`config.mk`:
```
export PLATFORM = sky130hd
export DESIGN_NAME = regfile
export DESIGN_NICKNAME = d
export VERILOG_FILES = /design/src/rtl/regfile.sv
export SDC_FILE = /design/constraint.sdc
export NUM_CORES = 2
export LEC_CHECK = 0
export BUFFER_PORTS_ARGS = -buffer_cell sky130_fd_sc_hd__buf_2
export CORE_ASPECT_RATIO = 0.75
export CORE_MARGIN = 2
export CORE_UTILIZATION = 30
export CTS_CLUSTER_DIAMETER = 60
export DETAILED_ROUTE_END_ITERATION = 12
export PLACE_DENSITY = 0.51
export SETUP_SLACK_MARGIN = 0.15
export SYNTH_ARGS = -nofsm -noshare
export SYNTH_HDL_FRONTEND = slang
export SYNTH_SLANG_ARGS = --single-unit
```
`constraint.sdc`:
```
create_clock -name clk -period 11.4 [get_ports clk]
set_input_delay 1.71 -clock clk [delete_from_list [all_inputs] [get_ports clk]]
set_output_delay 1.71 -clock clk [all_outputs]
set_load 0.03 [all_outputs]
```
`src/rtl/regfile.sv`:
```
// 32 x 32-bit register file: one write port fed by WB, two combinational read
// ports for ID with same-cycle write-to-read bypass. x0 always reads zero.
module regfile #(
  parameter int DATA_W   = 32,
  parameter int ADDR_W   = 5,
  parameter int NUM_REGS = 2 ** ADDR_W
) (
  input  logic              clk,
  input  logic              rst,
  input  logic              rdy,
  input  logic              we,
  input  logic [ADDR_W-1:0] waddr,
  input  logic [DATA_W-1:0] wdata,
  input  logic              re1,
  input  logic [ADDR_W-1:0] raddr1,
  output logic [DATA_W-1:0] rdata1,
  input  logic              re2,
  input  logic [ADDR_W-1:0] raddr2,
  output logic [DATA_W-1:0] rdata2
);

  logic [DATA_W-1:0] regs [NUM_REGS];

  // A write commits only when it will really retire this edge: rdy high
  // (no stall) and a non-zero destination. The same condition gates bypass.
  logic wr_commit;
  assign wr_commit = we && rdy && (waddr != '0);

  always_ff @(posedge clk) begin
    if (rst) begin
      for (int i = 0; i < NUM_REGS; i++) begin
        regs[i] <= '0;
      end
    end else if (wr_commit) begin
      regs[waddr] <= wdata;
    end
  end

  always_comb begin
    rdata1 = '0;
    if (!rst && re1 && (raddr1 != '0)) begin
      if (wr_commit && (waddr == raddr1)) begin
        rdata1 = wdata;
      end else begin
        rdata1 = regs[raddr1];
      end
    end
  end

  always_comb begin
    rdata2 = '0;
    if (!rst && re2 && (raddr2 != '0)) begin
      if (wr_commit && (waddr == raddr2)) begin
        rdata2 = wdata;
      end else begin
        rdata2 = regs[raddr2];
      end
    end
  end

endmodule
```
==> out/results.ini <==
[job]
max_cap_violations = 0

[yosys]
yosysTopAreaCell = edfxtp_1
syn_avg_cell_area_um2 = 15.00
synth.most_common_cell = edfxtp_1
netlist_area_um2 = 53980
yosys_warnings = 0
synth_cells = 3599
synthDistinctLibCells = 35
synth_area_leaders = edfxtp_1 (57%), mux4_2 (19%), and2_1 (12%)
yosysSeqAreaShare_pct = 56.97
synth_top_flop_cell = edfxtp_1
synth-seq-cells = 1024
synth_top_area_share_pct = 56.97
synthTopCellsByCount = edfxtp_1 (1,024), and2_1 (993), mux4_2 (448), clkbuf_1 (312)
async_reset_ff_share_pct = 0
synth_edf_count = 1024

[critical_path]
worst_path_most_repeated_cell = buf_4
path_cells = buf_2 > buf_4 > buf_4 > nor2_4 > buf_4 > nand2_1 > nor4bb_4 > buf_4 > a221o_1 > buf_2
critPathBufInv = 6
cp_max_fo = 32
crit_slowest_cell = nor4bb_4
cp-start-kind = input port
crit_path_end_kind = output pin
slowest_delay_ns = 1.03
arrival_ns = 5.76
path_delay_family = buffers and inverters
critPathRequiredTime_ns = 9.69
worstSetupPathType = input port to output pin

[timing]
relSlewSlack_pct = 3.607
finalHoldViolCount = 0
worst_pin_slew_ns = 1.440
period_share_pct = 65.49
fmax_mhz = 134.0
setup_viol = 0
timing.setup.tns_ns = 0
final_max_slew_viol_count = 0
period_minus_slack_ns = 7.465
rsz0062_at_grt = no

[floorplanning]
start_util_pct = 30.26
io_pins = 117
dieHeight_um = 371.4
die_area_um2 = 183400
die_w_um = 493.8
row_count = 134
coreArea_um2 = 178400

[detailed_routing]
ant_nets = 0
drt_pass1_iterations = 6
totalWireLength_um = 211700
drt_iter0_markers = 4883
wl_per_cell_um = 34.95
vias = 35130
via_per_inst = 5.799
drc = 0

[finish]
largestRegisters = regs: 1024 flops
drive_above_1_share_pct = 25.11
largest_register_ffs = 1024
multi_input_area_um2 = 22300
register_area_um2 = 30750
regMostFlops = regs
fin_util_pct = 34.41
nets = 3623
n_fill_cell = 17000
stdcell_count = 6058
area_delta_synth_final_pct = 13.71

[power]
leakagePower_nw = 20.56
ir_drop_mv = 0.1210
power.density_nw_per_um2 = 152.6

[global_routing]
grt_usage_pct = 22.81
grt_max_degree = 108
overflow = 0
grt_pass1_wl_um = 290700
grt_pass1_vias = 34350
grt_antenna_before_repair = 21

[outcome]
status = complete, no violations

[clock_tree]
postCtsSetupRepairBufs = 0
numCtsBuffers = 118
post_cts_resized = 0
htree_levels = 3
clk_path_buf_depth = 3
clkTransAtPathRegs_ns = 0.06
clockRootBuffer = clkbuf_16
cts_tree = done
clock-sinks = 1024
cts_hold_buf = 0

[place]
gp_congestion = 0.8410
dp_hpwl_um = 123000
dp_cells = 5830
port_buffers = 116

[hold_path]
hold_path.class = input port to register

## layout by cell type (no fill, tap or decap), types with 4 or more instances in the layout
cell type,instances
clkbuf_16,118
a22o_1,32
a221o_1,32
nand3_1,5
clkbuf_1,26
o21ai_0,31
bufinv_16,12
edfxtp_1,1024
clkinv_2,18
diode_2,14
clkinv_1,25
nor2_1,36
buf_12,7
mux4_2,448
buf_2,112
clkinvlp_4,5
nor4_1,31
and2_1,992
buf_4,104
nor2_4,22
a21oi_1,32
o21ai_4,31
mux2i_1,128
conb_1,32
nor2_2,13
buf_8,4
o22ai_1,128
nand2_1,4
nand3b_1,8
a22oi_1,96
xnor2_1,8
a221oi_1,64
## per-stage QoR
step,total power [mW],instance area [µm²],worst slack (ns),hold slack (ns)
after floorplan,5.146,54090,6.061,1.908
after global placement,5.614,57580,4.135,2.351
after global routing,9.587,61350,3.978,1.595
after CTS,9.382,61340,4.115,1.543
after detailed placement,5.616,57580,4.120,2.353
final,9.367,61380,3.935,1.599
## kinds of logic after synthesis
logic type / Yosys count / synth area share, %
buffers and inverters: 409 / 3.092
XOR/XNOR: 10 / 0.1623
flip-flops: 1024 / 56.97
other: 1 / 0.006947
AND/OR/NAND/NOR: 1128 / 12.76
AO/OA/AOI/OAI: 451 / 5.950
multiplexers: 576 / 21.07
## per-layer routing
metal / part of all wire, % / global-route usage [%] / wire length (µm) / vias to the layer above
li1: - / - / - / 14000
met1: 41 / 31.29 / 87560 / 18760
met2: 46 / 35.99 / 97810 / 1992
met3: 8.8 / 4.526 / 18710 / 374
met4: 3.6 / 8.022 / 7622 / 8
met5: 0.022 / 0 / 46 / -
## power by group
group          internal (mW)  total [mW]  leakage (nW)  switching, mW
clock network           2.17        3.81          1.83           1.64
registers               4.34        4.44          9.74         0.0996
logic                  0.405        1.11          8.99          0.708
## worst paths after layout
path,from,end,slack [ns],depth (start not counted)
setup / recovery,raddr2[2],rdata2[10],3.93,10
hold / removal,wdata[19],regs[24][19]$_SDFFCE_PN0P_,1.60,2
## cell type report
type / instances / share of cell area, %
antenna: 14 / 0.05708
clock buffer: 144 / 4.970
clock inverter: 70 / 1.164
inverter: 2 / 0.01223
multi-input combinational: 2197 / 36.33
sequential: 1024 / 50.10
tap: 2380 / 4.852
timing repair buffer: 227 / 2.511
Note: power is estimated with default switching activity, not from simulation.
